==> config.mk <==
export PLATFORM = sky130hd
export DESIGN_NAME = serial_parity_rx_flat
export DESIGN_NICKNAME = d
export VERILOG_FILES = /design/src/rtl/parity_link_pkg.sv /design/src/rtl/serial_parity_rx_if.sv /design/src/rtl/parity_acc.sv /design/src/rtl/serial_parity_rx.sv /design/src/flat_wrapper.sv
export SDC_FILE = /design/constraint.sdc
export NUM_CORES = 1
export LEC_CHECK = 0
export CORE_ASPECT_RATIO = 1.4
export CORE_UTILIZATION = 40
export DETAILED_ROUTE_END_ITERATION = 6
export SETUP_SLACK_MARGIN = 0.05
export SLEW_MARGIN = 40
export SYNTH_ARGS = -nofsm -noshare
export SYNTH_HDL_FRONTEND = slang
export SYNTH_HIERARCHICAL = 1
export SYNTH_SLANG_ARGS = --single-unit
==> constraint.sdc <==
create_clock -name clk -period 3.1 [get_ports clk]
set_input_delay 0.62 -clock clk [delete_from_list [all_inputs] [get_ports clk]]
set_output_delay 0.62 -clock clk [all_outputs]
set_load 0.01 [all_outputs]
==> src/rtl/parity_link_pkg.sv <==
// Shared definitions for the XOR-parity serial link: receiver FSM states,
// parity-sense selectors and the idle line level.
package parity_link_pkg;

    typedef enum logic [1:0] {
        IDLE,
        DATA,
        PARITY,
        STOP
    } rx_state_e;

    localparam logic EVEN_PARITY = 1'b0;
    localparam logic ODD_PARITY  = 1'b1;
    localparam logic LINE_IDLE   = 1'b1;

endpackage

==> src/rtl/serial_parity_rx_if.sv <==
// Bit-strobe input and received-word outputs of the parity link receiver.
interface serial_parity_rx_if #(
    parameter int DATA_W = 8
) ();

    logic              bit_vld;
    logic              rx_bit;
    logic [DATA_W-1:0] data_out;
    logic              data_vld;
    logic              parity_err;
    logic              frame_err;
    logic              busy;

    modport master (
        output bit_vld, rx_bit,
        input  data_out, data_vld, parity_err, frame_err, busy
    );

    modport slave (
        input  bit_vld, rx_bit,
        output data_out, data_vld, parity_err, frame_err, busy
    );

endinterface

==> src/rtl/parity_acc.sv <==
// 1-bit running XOR accumulator with synchronous clear (priority) and enable;
// shared by the link receiver and transmitter parity logic.
module parity_acc (
    input  logic clk,
    input  logic rst_n,
    input  logic clr,
    input  logic en,
    input  logic din,
    output logic acc
);

    // NOTE: sequential state uses non-blocking assignments so every flop
    // samples pre-edge values regardless of process ordering.
    always_ff @(posedge clk or negedge rst_n) begin
        if (!rst_n) begin
            acc <= 1'b0;
        end else if (clr) begin
            acc <= 1'b0;
        end else if (en) begin
            acc <= acc ^ din;
        end
    end

endmodule

==> src/rtl/serial_parity_rx.sv <==
// Parity link receiver: frames start / DATA_W data bits (LSB first) / parity /
// stop from strobed line bits and reports the word with parity/framing flags.
module serial_parity_rx
    import parity_link_pkg::*;
#(
    parameter int   DATA_W = 8,
    parameter logic ODD    = EVEN_PARITY
) (
    input logic               clk,
    input logic               rst_n,
    serial_parity_rx_if.slave bus
);

    localparam int              CNT_W    = $clog2(DATA_W + 1);
    localparam logic [CNT_W-1:0] LAST_BIT = CNT_W'(DATA_W - 1);

    rx_state_e         state_q, state_d;
    logic [CNT_W-1:0]  cnt_q;
    logic [DATA_W-1:0] shift_q, shift_next, data_q;
    logic              perr_q, parity_err_q, frame_err_q, data_vld_q;
    logic              strobe, start_bit, acc, acc_en;

    assign strobe    = bus.bit_vld;
    assign start_bit = strobe && (state_q == IDLE) && (bus.rx_bit != LINE_IDLE);
    assign acc_en    = strobe && (state_q == DATA);

    // Right shift: the first data bit received ends up at bit 0.
    if (DATA_W == 1) begin : g_shift_one
        assign shift_next = bus.rx_bit;
    end else begin : g_shift_many
        assign shift_next = {bus.rx_bit, shift_q[DATA_W-1:1]};
    end

    parity_acc u_parity_acc (
        .clk   (clk),
        .rst_n (rst_n),
        .clr   (start_bit),
        .en    (acc_en),
        .din   (bus.rx_bit),
        .acc   (acc)
    );

    always_ff @(posedge clk or negedge rst_n) begin
        if (!rst_n) begin
            state_q <= IDLE;
        end else begin
            state_q <= state_d;
        end
    end

    always_comb begin
        // NOTE: default first so no path through this block infers a latch.
        state_d = state_q;
        if (strobe) begin
            unique case (state_q)
                IDLE:    if (start_bit) state_d = DATA;
                DATA:    if (cnt_q == LAST_BIT) state_d = PARITY;
                PARITY:  state_d = STOP;
                STOP:    state_d = IDLE;
                default: state_d = IDLE;
            endcase
        end
    end

    // NOTE: the shift register and capture word are plain flops, not a RAM,
    // so they are reset along with the control state.
    always_ff @(posedge clk or negedge rst_n) begin
        if (!rst_n) begin
            cnt_q        <= '0;
            shift_q      <= '0;
            perr_q       <= 1'b0;
            data_q       <= '0;
            parity_err_q <= 1'b0;
            frame_err_q  <= 1'b0;
            data_vld_q   <= 1'b0;
        end else begin
            data_vld_q <= strobe && (state_q == STOP);
            if (strobe) begin
                unique case (state_q)
                    IDLE: begin
                        if (start_bit) cnt_q <= '0;
                    end
                    DATA: begin
                        shift_q <= shift_next;
                        cnt_q   <= cnt_q + CNT_W'(1);
                    end
                    PARITY: begin
                        perr_q <= acc ^ bus.rx_bit ^ ODD;
                    end
                    STOP: begin
                        // Data and parity result are delivered even on a bad stop bit.
                        data_q       <= shift_q;
                        parity_err_q <= perr_q;
                        frame_err_q  <= ~bus.rx_bit;
                    end
                    default: ;
                endcase
            end
        end
    end

    assign bus.data_out   = data_q;
    assign bus.data_vld   = data_vld_q;
    assign bus.parity_err = parity_err_q;
    assign bus.frame_err  = frame_err_q;
    assign bus.busy       = (state_q != IDLE);

endmodule
==> src/flat_wrapper.sv <==
// flat-port wrapper written by rule: the top's interface ports become plain ports
module serial_parity_rx_flat import parity_link_pkg::*;
#(
    parameter int   DATA_W = 8,
    parameter logic ODD    = EVEN_PARITY
)
  (clk, rst_n, bus_bit_vld, bus_rx_bit, bus_data_out, bus_data_vld, bus_parity_err, bus_frame_err, bus_busy);
  serial_parity_rx_if #(.DATA_W(DATA_W)) bus_i ();
  input logic clk;
  input logic rst_n;
  input wire logic [$bits(bus_i.bit_vld)-1:0] bus_bit_vld;
  input wire logic [$bits(bus_i.rx_bit)-1:0] bus_rx_bit;
  output wire logic [$bits(bus_i.data_out)-1:0] bus_data_out;
  output wire logic [$bits(bus_i.data_vld)-1:0] bus_data_vld;
  output wire logic [$bits(bus_i.parity_err)-1:0] bus_parity_err;
  output wire logic [$bits(bus_i.frame_err)-1:0] bus_frame_err;
  output wire logic [$bits(bus_i.busy)-1:0] bus_busy;
  assign bus_i.bit_vld = bus_bit_vld;
  assign bus_i.rx_bit = bus_rx_bit;
  assign bus_data_out = bus_i.data_out;
  assign bus_data_vld = bus_i.data_vld;
  assign bus_parity_err = bus_i.parity_err;
  assign bus_frame_err = bus_i.frame_err;
  assign bus_busy = bus_i.busy;
  serial_parity_rx #(.DATA_W(DATA_W), .ODD(ODD)) u_core (.clk(clk), .rst_n(rst_n), .bus(bus_i));
endmodule
==> impl_results.md, run 1 <==
- Place WS: 954 ps
- Fraction of layout cells with a size suffix above 1: 24.1%
- Tightest slew margin relative to the limit: 70.2%
- Post_cts resized: 0
- Logic gate share of total power: 41.4%
- ANT cells: 0
- Routed WL: 1970 um
- Die area: 3230 um^2
- Design Power: 1380 uW
- Lkg Pwr: 0.000645 uW
- Max Cap Viol: 0
- Syn Inst Count: 91
- Pin count of the biggest net entering global routing: 28
- Crit path buffers/inverters: 3
- Hold WC Path Type: reg2reg
- Initial antenna violation count: 0
- Most frequent CP cell: inv_1
- Synth cell types: 26
- Post-DP HPWL: 1380 um
- Ys async rst share: 100%
- TritonCTS Buffers: 3
- Post-synth EDFFs: 0
- Reg2Reg Setup Slack: 1440 ps
- Setup repair after global routing missed its margin: false
- Clock Path Buffers: 2
- CTS Sinks: 27
- Reg-to-Reg Start: u_core/state_q[0]
- Net Count, Synth: 100
- Row cnt: 23
- Yosys top cell area share: 56.3%
- Initial Util: 42.2%
- Setup crit start: u_core/state_q[0]
- H-tree depth: 1
- Switch share: 32.0%
- Slowest-stage cell, CP: clkdlybuf4s50_1
- P&R area growth vs syn: 19.0%
- Drt wl/cell: 13.6 um
- Setup_tns: 0 ps
- Number of synthesized register bits: 27
- Total GRT Usage: 15.0%
- Setup CP Type: reg2out
- Final Hold Fails: 0
- Core Area: 2850 um^2
- Drc violations: 0
- Clock power frac: 13.8%
- DR pass1 iterations: 3
- Clock insertion delay at the later pin of the skew report: 260 ps
- Maximum VDD drop: 416 uV
- Max-slew violations: 0
- CP endpoint kind: output port
- Synth Flop Type: dfrtp_1
- Vias: 724
- Mapped Avg Cell Area: 13.2 um^2
- Gpl congestion: 0.688
- Filler cell count: 264
- CTS clk-pin slew, worst paths: 90 ps
- Hold-fix buffers at CTS: 0
- Total internal power: 940 uW
- Ranking of synthesized cells by area: dfrtp_1, mux2_2, ha_1
- CP Cell Sequence: inv_1 -> ha_1 -> inv_1 -> clkdlybuf4s50_1
- Slew @ Worst Pin: 447 ps
- Yosys Warn Count: 6
- Register area: 676 um^2
- Final period util: 73.2%
- Routed Antenna Nets: 0
- First-pass GRT wire length: 3640 um
- Setup ws final: 830 ps
- Outcome: finished clean
- Tmin final: 2270 ps
- PwrDens: 968 nW/um^2
- # setup viols final: 0
- CTS tree: done
- Crit path max fanout: 7
- Number of I/O pins: 16
- Clock skew: 5.42 ps
- Fin nets: 118
- Drt initial violations: 4
- Vias in the first global route: 790
- Hold Startpoint: u_core/bus.frame_err
- CP Data Required Time: 2480 ps
- Total gr overflow: 0
- Sequential share of power: 44.8%
- CTS Root Cell: clkbuf_8
- Post-route cell area: 1430 um^2
- Count leader, synth: dfrtp_1
- Critical path launch point type: register
- Sequential share of the synthesized area: 56.3%
- Worst EP arrival: 1650 ps
- FMAX: 441 MHz
- # port buffers: 15
- Via-to-Cell Ratio: 4.99
- Worst stage delay on the critical path: 530 ps
- List of most frequent post-synthesis cells: dfrtp_1, mux2_2, nand2_1
- Cell taking the most area after synthesis: dfrtp_1
- Netlist Area Pre-Place: 1200 um^2
- Die width: 48.3 um
- DIE HEIGHT: 66.8 um
- Switching pwr: 443 uW
- Placed Area: 1380 um^2
- Area of the multi-input gates: 485 um^2
- CP top delay family: buffers and inverters
- Buffer count from post-CTS setup fixing: 0
cells in the final DEF (no fill, tap or decap), drive strengths merged, types with 2 or more instances in the layout:
cell	instances
a21bo	2
a21oi	3
clkbuf	4
clkdlybuf4s50	15
dfrtp	27
ha	5
inv	5
mux2	18
nand2	7
nand3b	3
nor2	2
o21ai	5
routing by layer:
metal	track usage, %	up-vias	routed length (um)	part of all wire [%]
met3	2.05	2	63	3.2
met2	26.6	11	963	49
met4	7.72	0	22	1.1
li1	-	353	-	-
met5	0	-	0	0
met1	17.7	358	923	47
final timing paths:
path / end / cells after the start
setup / recovery: bus_busy / 4
hold / removal: u_core/bus.frame_err / 2
setup reg to reg: u_core/state_q[1] / 5
hold reg to reg: u_core/bus.frame_err / 2
max in group asynchronous: u_core/state_q[0] / 2
min in group asynchronous: u_core/bus.frame_err / 2
cell type report:
cell class	count	share of cell area (%)
Tap cell	37	3.24
Clock buffer	4	3.15
Timing Repair Buffer	16	11.0
Sequential cell	27	47.3
Multi-Input combinational cell	56	34.0
Inverter	5	1.31
power by group through the flow:
| stage | clock network (uW) | logic, uW | registers, uW |
|---|---|---|---|
| 6_report | 191 | 572 | 619 |
| 4_1_cts | 203 | 581 | 621 |
| 2_1_floorplan | 0 | 345 | 632 |
| 5_1_grt | 217 | 637 | 649 |
| 3_3_place_gp | 0 | 568 | 623 |
| 3_5_place_dp | 0 | 579 | 628 |
through the flow:
step                util [%]  hold slack [ps]  cells
finish                  50.2              495    145
global route            50.2              530    145
CTS                     50.2              498    145
detailed placement      48.6              476    141
global placement        48.6              471    141
floorplan                  -              324     91
cell families (layout without fill, tap and decap cells):
logic type,Yosys count,in the layout,share of synthesized area [%]
XOR/XNOR,1,1,0.729
flip-flops,27,27,56.3
multiplexers,18,18,16.9
adder cells (fa/ha/maj),5,5,5.21
AO/OA/AOI/OAI,17,17,10.9
buffers and inverters,8,25,3.33
AND/OR/NAND/NOR,15,15,6.67
sequential cells by signal, indices dropped and copies added (netlist names):
register / cells
u_core/bus.data_vld: 1
u_core/perr_q: 1
u_core/cnt_q: 4
u_core/shift_q: 8
u_core/state_q: 2
u_core/bus.data_out: 8
u_core/bus.parity_err: 1
u_core/bus.frame_err: 1
u_core/u_parity_acc/acc: 1
tightest hold or removal path, cell delays in order, from the launching register on:
cell     delay (ps)
dfrtp_1         350
nand2_1          50
o21ai_0          60
No activity file was read; power rests on OpenSTA's default activity.
==> inputs of run 2 (changes only) <==
- clock period: 3.1 -> 2.4 ns (I/O delays scaled with it)
==> run 2 against run 1 <==
Effect of this change:
- total power rose by 30%
- global-route usage fell by 0.38 points
- non-clock buffer count rose by 1
- critical path type unchanged
- via count rose by 0.97%
- wire length rose by 1.3%
==> impl_results.md, run 2 (synthesis results as in run 1) <==
- Outcome: finished clean (unchanged)
- Lkg Pwr: 0.000650 uW (was 0.000645 uW)
- Clock Path Buffers: 2 (unchanged)
- Initial antenna violation count: 0 (unchanged)
- Worst EP arrival: 1650 ps (about the same)
- Drt initial violations: 13 (was 4)
- Slew @ Worst Pin: 477 ps (was 447 ps)
- CP Data Required Time: 1920 ps (was 2480 ps)
- Total gr overflow: 0 (unchanged)
- Register area: 676 um^2 (unchanged)
- CTS tree: done (unchanged)
- Number of I/O pins: 16 (unchanged)
- Fraction of layout cells with a size suffix above 1: 24.8% (was 24.1%)
- Via-to-Cell Ratio: 5.01 (was 4.99)
- Area of the multi-input gates: 485 um^2 (unchanged)
- Post-route cell area: 1440 um^2 (was 1430 um^2)
- Placed Area: 1390 um^2 (was 1380 um^2)
- Core Area: 2850 um^2 (unchanged)
- Routed Antenna Nets: 0 (unchanged)
- Post_cts resized: 0 (unchanged)
- H-tree depth: 1 (unchanged)
- Switching pwr: 578 uW (was 443 uW)
- Drt wl/cell: 13.7 um (was 13.6 um)
- Drc violations: 0 (unchanged)
- Total internal power: 1220 uW (was 940 uW)
- CTS Sinks: 27 (unchanged)
- Post-DP HPWL: 1420 um (was 1380 um)
- First-pass GRT wire length: 3430 um (was 3640 um)
- Clock insertion delay at the later pin of the skew report: 270 ps (was 260 ps)
- Final period util: 88.7%
- Final Hold Fails: 0 (unchanged)
- Logic gate share of total power: 41.8% (was 41.4%)
- Vias: 731 (was 724)
- Final cell utilization of the core: 50.4% (was 50.2%)
- CTS Root Cell: clkbuf_8 (unchanged)
- Filler cell count: 249 (was 264)
- Buffer count from post-CTS setup fixing: 0 (unchanged)
- Routed WL: 2000 um (was 1970 um)
- Setup repair after global routing missed its margin: false (unchanged)
- Tightest slew margin relative to the limit: 68.1% (was 70.2%)
- Vias in the first global route: 758 (was 790)
- DR pass1 iterations: 4 (was 3)
- Max-slew violations: 0 (unchanged)
- PwrDens: 1250 nW/um^2 (was 968 nW/um^2)
- DIE HEIGHT: 66.8 um (unchanged)
- Tmin final: 2130 ps
- CP endpoint kind: output port (unchanged)
- Fin nets: 119 (was 118)
- Pin count of the biggest net entering global routing: 28 (unchanged)
- Setup_tns: 0 ps (unchanged)
- Maximum VDD drop: 716 uV (was 416 uV)
- Max Cap Viol: 0 (unchanged)
- Switch share: 32.2% (was 32.0%)
- CTS clk-pin slew, worst paths: 90 ps (about the same)
- Row cnt: 23 (unchanged)
- # setup viols final: 0 (unchanged)
- Crit path max fanout: 7 (unchanged)
- Most common cell after layout, fill and taps aside: dfrtp_1 (unchanged)
- Hold WC Path Type: reg2reg (unchanged)
- ANT cells: 0 (unchanged)
- Die area: 3230 um^2 (unchanged)
- Total GRT Usage: 14.6% (was 15.0%)
- Critical path launch point type: register (unchanged)
- Hold-fix buffers at CTS: 0 (unchanged)
- Gpl congestion: 0.693 (was 0.688)
- TritonCTS Buffers: 3 (unchanged)
- Setup CP Type: reg2out (unchanged)
- Clock power frac: 13.7% (was 13.8%)
- # port buffers: 15 (unchanged)
- Clock skew: 5.87 ps (was 5.42 ps)
- Sequential share of power: 44.5% (was 44.8%)
- FMAX: 470 MHz
- Initial Util: 42.2% (unchanged)
- Die width: 48.3 um (unchanged)
- Most frequent cells in the layout: dfrtp_1, mux2_2, clkdlybuf4s50_1 (unchanged)
- P&R area growth vs syn: 19.6% (was 19.0%)
run 2: worst paths after layout:
| kind | endpoint | from | slack, ps | depth (start not counted) |
|---|---|---|---|---|
| worst min register to register | u_core/bus.frame_err | u_core/bus.frame_err | 480 | 2 |
| worst min-delay path | u_core/bus.frame_err | u_core/bus.frame_err | 480 | 2 |
| worst max-delay path | bus_busy | u_core/state_q[0] | 270 | 4 |
| min in group asynchronous | u_core/bus.data_out[7] | rst_n | 580 | 2 |
| worst max register to register | u_core/state_q[1] | u_core/state_q[0] | 760 | 5 |
| max in group asynchronous | u_core/state_q[0] | rst_n | 1570 | 2 |
run 2: metrics by stage:
step | instances | power [uW] | worst slack (ps) | hold slack, ps
after CTS | 146 | 1820 | 255 | 494
after detailed placement | 142 | 1570 | 413 | 474
after floorplan | 91 | 1260 | 896 | 184
final | 146 | 1800 | 271 | 485
after global routing | 146 | 1930 | 191 | 515
after global placement | 142 | 1540 | 420 | 471
run 2: power by group through the flow:
| stage | combinational, uW | sequential (uW) | clock, uW |
|---|---|---|---|
| floorplan | 446 | 816 | 0 |
| global placement | 734 | 804 | 0 |
| detailed placement | 756 | 812 | 0 |
| CTS | 758 | 805 | 257 |
| global route | 825 | 832 | 278 |
| finish | 750 | 799 | 246 |
run 2: per-layer routing:
layer | vias to the layer above | GRT usage, % | part of all wire (%)
met5 | - | 0 | 0
met4 | 0 | 8.82 | 1.2
met3 | 2 | 2.05 | 2.5
met2 | 11 | 25.2 | 53
met1 | 362 | 17.3 | 44
li1 | 356 | - | -
run 2: worst max-delay path, stage by stage (launching register included):
cell and delay [ps]:
dfrtp_1 400, inv_1 80, ha_1 300, inv_1 80
clkdlybuf4s50_1 530
run 2: layout make-up:
class,count,area share [%]
Multi-Input combinational cell,56,33.8
Tap cell,37,3.22
Inverter,5,1.31
Timing Repair Buffer,17,11.5
Sequential cell,27,47.0
Clock buffer,4,3.14
==> edit: new RTL, settings of run 2 <==
Re-encode `rx_state_e` (4 states) as one-hot, 4 bits wide.
--- a/src/rtl/parity_link_pkg.sv
+++ b/src/rtl/parity_link_pkg.sv
@@ -3,9 +3,9 @@
 package parity_link_pkg;
 
-    typedef enum logic [1:0] {
-        IDLE,
-        DATA,
-        PARITY,
-        STOP
+    typedef enum logic [3:0] {
+        IDLE   = 4'b0001,
+        DATA   = 4'b0010,
+        PARITY = 4'b0100,
+        STOP   = 4'b1000
     } rx_state_e;
 
Formal check against the unedited RTL: no difference found for any inputs over 10 cycles, from zero or initial values and one cycle with rst_n low; not proved beyond that.
==> edit against run 2 <==
Die area up 3.0%. Worst setup slack worse by 0.022 ns. Global-route usage up 2.4 points. Area after synthesis up 3.1%. Sequential cell count up 2. Wire length up 11%. Hold slack better by 0.0017 ns. Design area up 6.8%. Utilization up 2.4 points. Largest cell class unchanged.
Power is not compared: it rests on default switching activity, and its combinational part moved more than twofold at a synthesized area within 25%.
==> edit: results (changes against run 2) <==
Setup path
  – Crit Path Max Fanout: 8 (+1)
  – Worst R2R Path Depth: 3 (-2)
  – Slowest cell delay on critical path: 0.60 ns (+0.07 ns)
  – Register-to-register setup slack: 0.74 ns (-0.02 ns)
  – Delay-heaviest family, CP: flip-flops
  – Setup crit start kind: register
  – Reg2Reg Launch Point: u_core/state_q[0]$_DFFE_PN1P_
  – R2r endpoint: u_core/cnt_q[0]$_DFFE_PN0P_
  – Arr. time, crit path: 1.67 ns (+0.02 ns)

Clock tree
  – CTS H-tree lvls: 2 (+1)
  – CTS buffer count: 5 (+2)
  – Clock-pin slew on the worst setup and hold paths: 0.06 ns (-0.03 ns)

Pwr
  – VDD IR max: 489 uV
  – Internal power: 927 uW

Yosys
  – Compound-cell area share of the yosys netlist: 0.0768 (-0.0326)
  – Yosys cell types: 33 (+27%)
  – Post-synthesis xor/xnor area fraction: 0.0141 (+0.00685)
  – Sequential fraction of the synthesis area: 0.587 (+0.0244)
  – Post-synthesis net count: 95 (-5.0%)
  – Adder-Cell Fraction of Synth Area: 0.0101 (-0.0420)
  – Commonest cells post-synth: dfrtp_1 (28), mux2_2 (14), mux2_1 (5)
  – Largest cells by area after synthesis: dfrtp_1 (57%), mux2_2 (13%), mux2_1 (4.5%)
  – Post-synthesis mux area share: 0.189 (+0.0201)
  – Synth Area per Inst: 13.8 um2 (+4.3%)

Placement
  – Pre-CTS setup slack: 0.225 ns (-0.188 ns)
  – Placer Congestion: 0.781 (+13%)
  – Cell count after placement: 144 (+1.4%)
  – Final HPWL DP: 1.57 mm (+11%)

Min path
  – Hold Crit Depth: 1 (-1)
  – Hold path start: u_core/bus.data_out[2]$_DFFE_PN0P_
  – Hold worst-path end: u_core/bus.data_out[2]$_DFFE_PN0P_

Global routing
  – Maximum number of pins on one net before global-route repair: 30 (+7.1%)
  – Met3 Track Usage GR: 0.0467 (+0.0261)
  – GR Util met2: 0.283 (+0.0312)
  – Number of global-route vias before repair: 830 (+9.5%)
  – Tot GR Track Use: 0.170 (+0.0236)

Route
  – Via count: 783 (+7.1%)
  – Detailed router's first-iteration violation count: 11 (-2)
  – Metal-1 WL: 985 um (+13%)
  – DRT Pass-1 Iters: 2 (-2)
  – Met3 routed WL: 76 um (+55%)
  – Met2 Wirelength: 1.13 mm (+6.9%)

Timing
  – Worst Skew: 0.00318 ns (-0.00269 ns)
  – Final period utilization: 0.896 (+0.00928)
  – Worst slew pin tran: 0.362 ns (-0.114 ns)
  – WHS: 0.487 ns (+0.00173 ns)

Finish
  – Share of cells above drive strength 1: 0.252 (+0.00447)
  – Final non-filler cell total: 152 (+4.1%)

Outcome
  – Status: completed
## edit: repair_timing
item	CTS	global route
setup endpoints to repair	1	0
gates resized for setup	1	0
hold buffers	0	0
## edit: metrics by stage
step | util | area, um2
2_1_floorplan | - | 1240
3_3_place_gp | 0.501 | 1460
3_5_place_dp | 0.501 | 1460
4_1_cts | 0.528 | 1530
5_1_grt | 0.528 | 1530
6_report | 0.528 | 1530
## edit: final cells by class
| type | instances | area [um2] |
|---|---|---|
| Clock buffer | 8 | 80.1 |
| Fill cell | 255 | 1370 |
| Inverter | 5 | 18.8 |
| Multi-Input combinational cell | 53 | 475 |
| Sequential cell | 29 | 727 |
| Tap cell | 37 | 46.3 |
| Timing Repair Buffer | 20 | 186 |
## edit: logic make-up after synthesis
logic type,Yosys count
flip-flops,29
AND/OR/NAND/NOR,16
buffers and inverters,8
XOR/XNOR,2
adder cells (fa/ha/maj),1
AO/OA/AOI/OAI,13
multiplexers,21
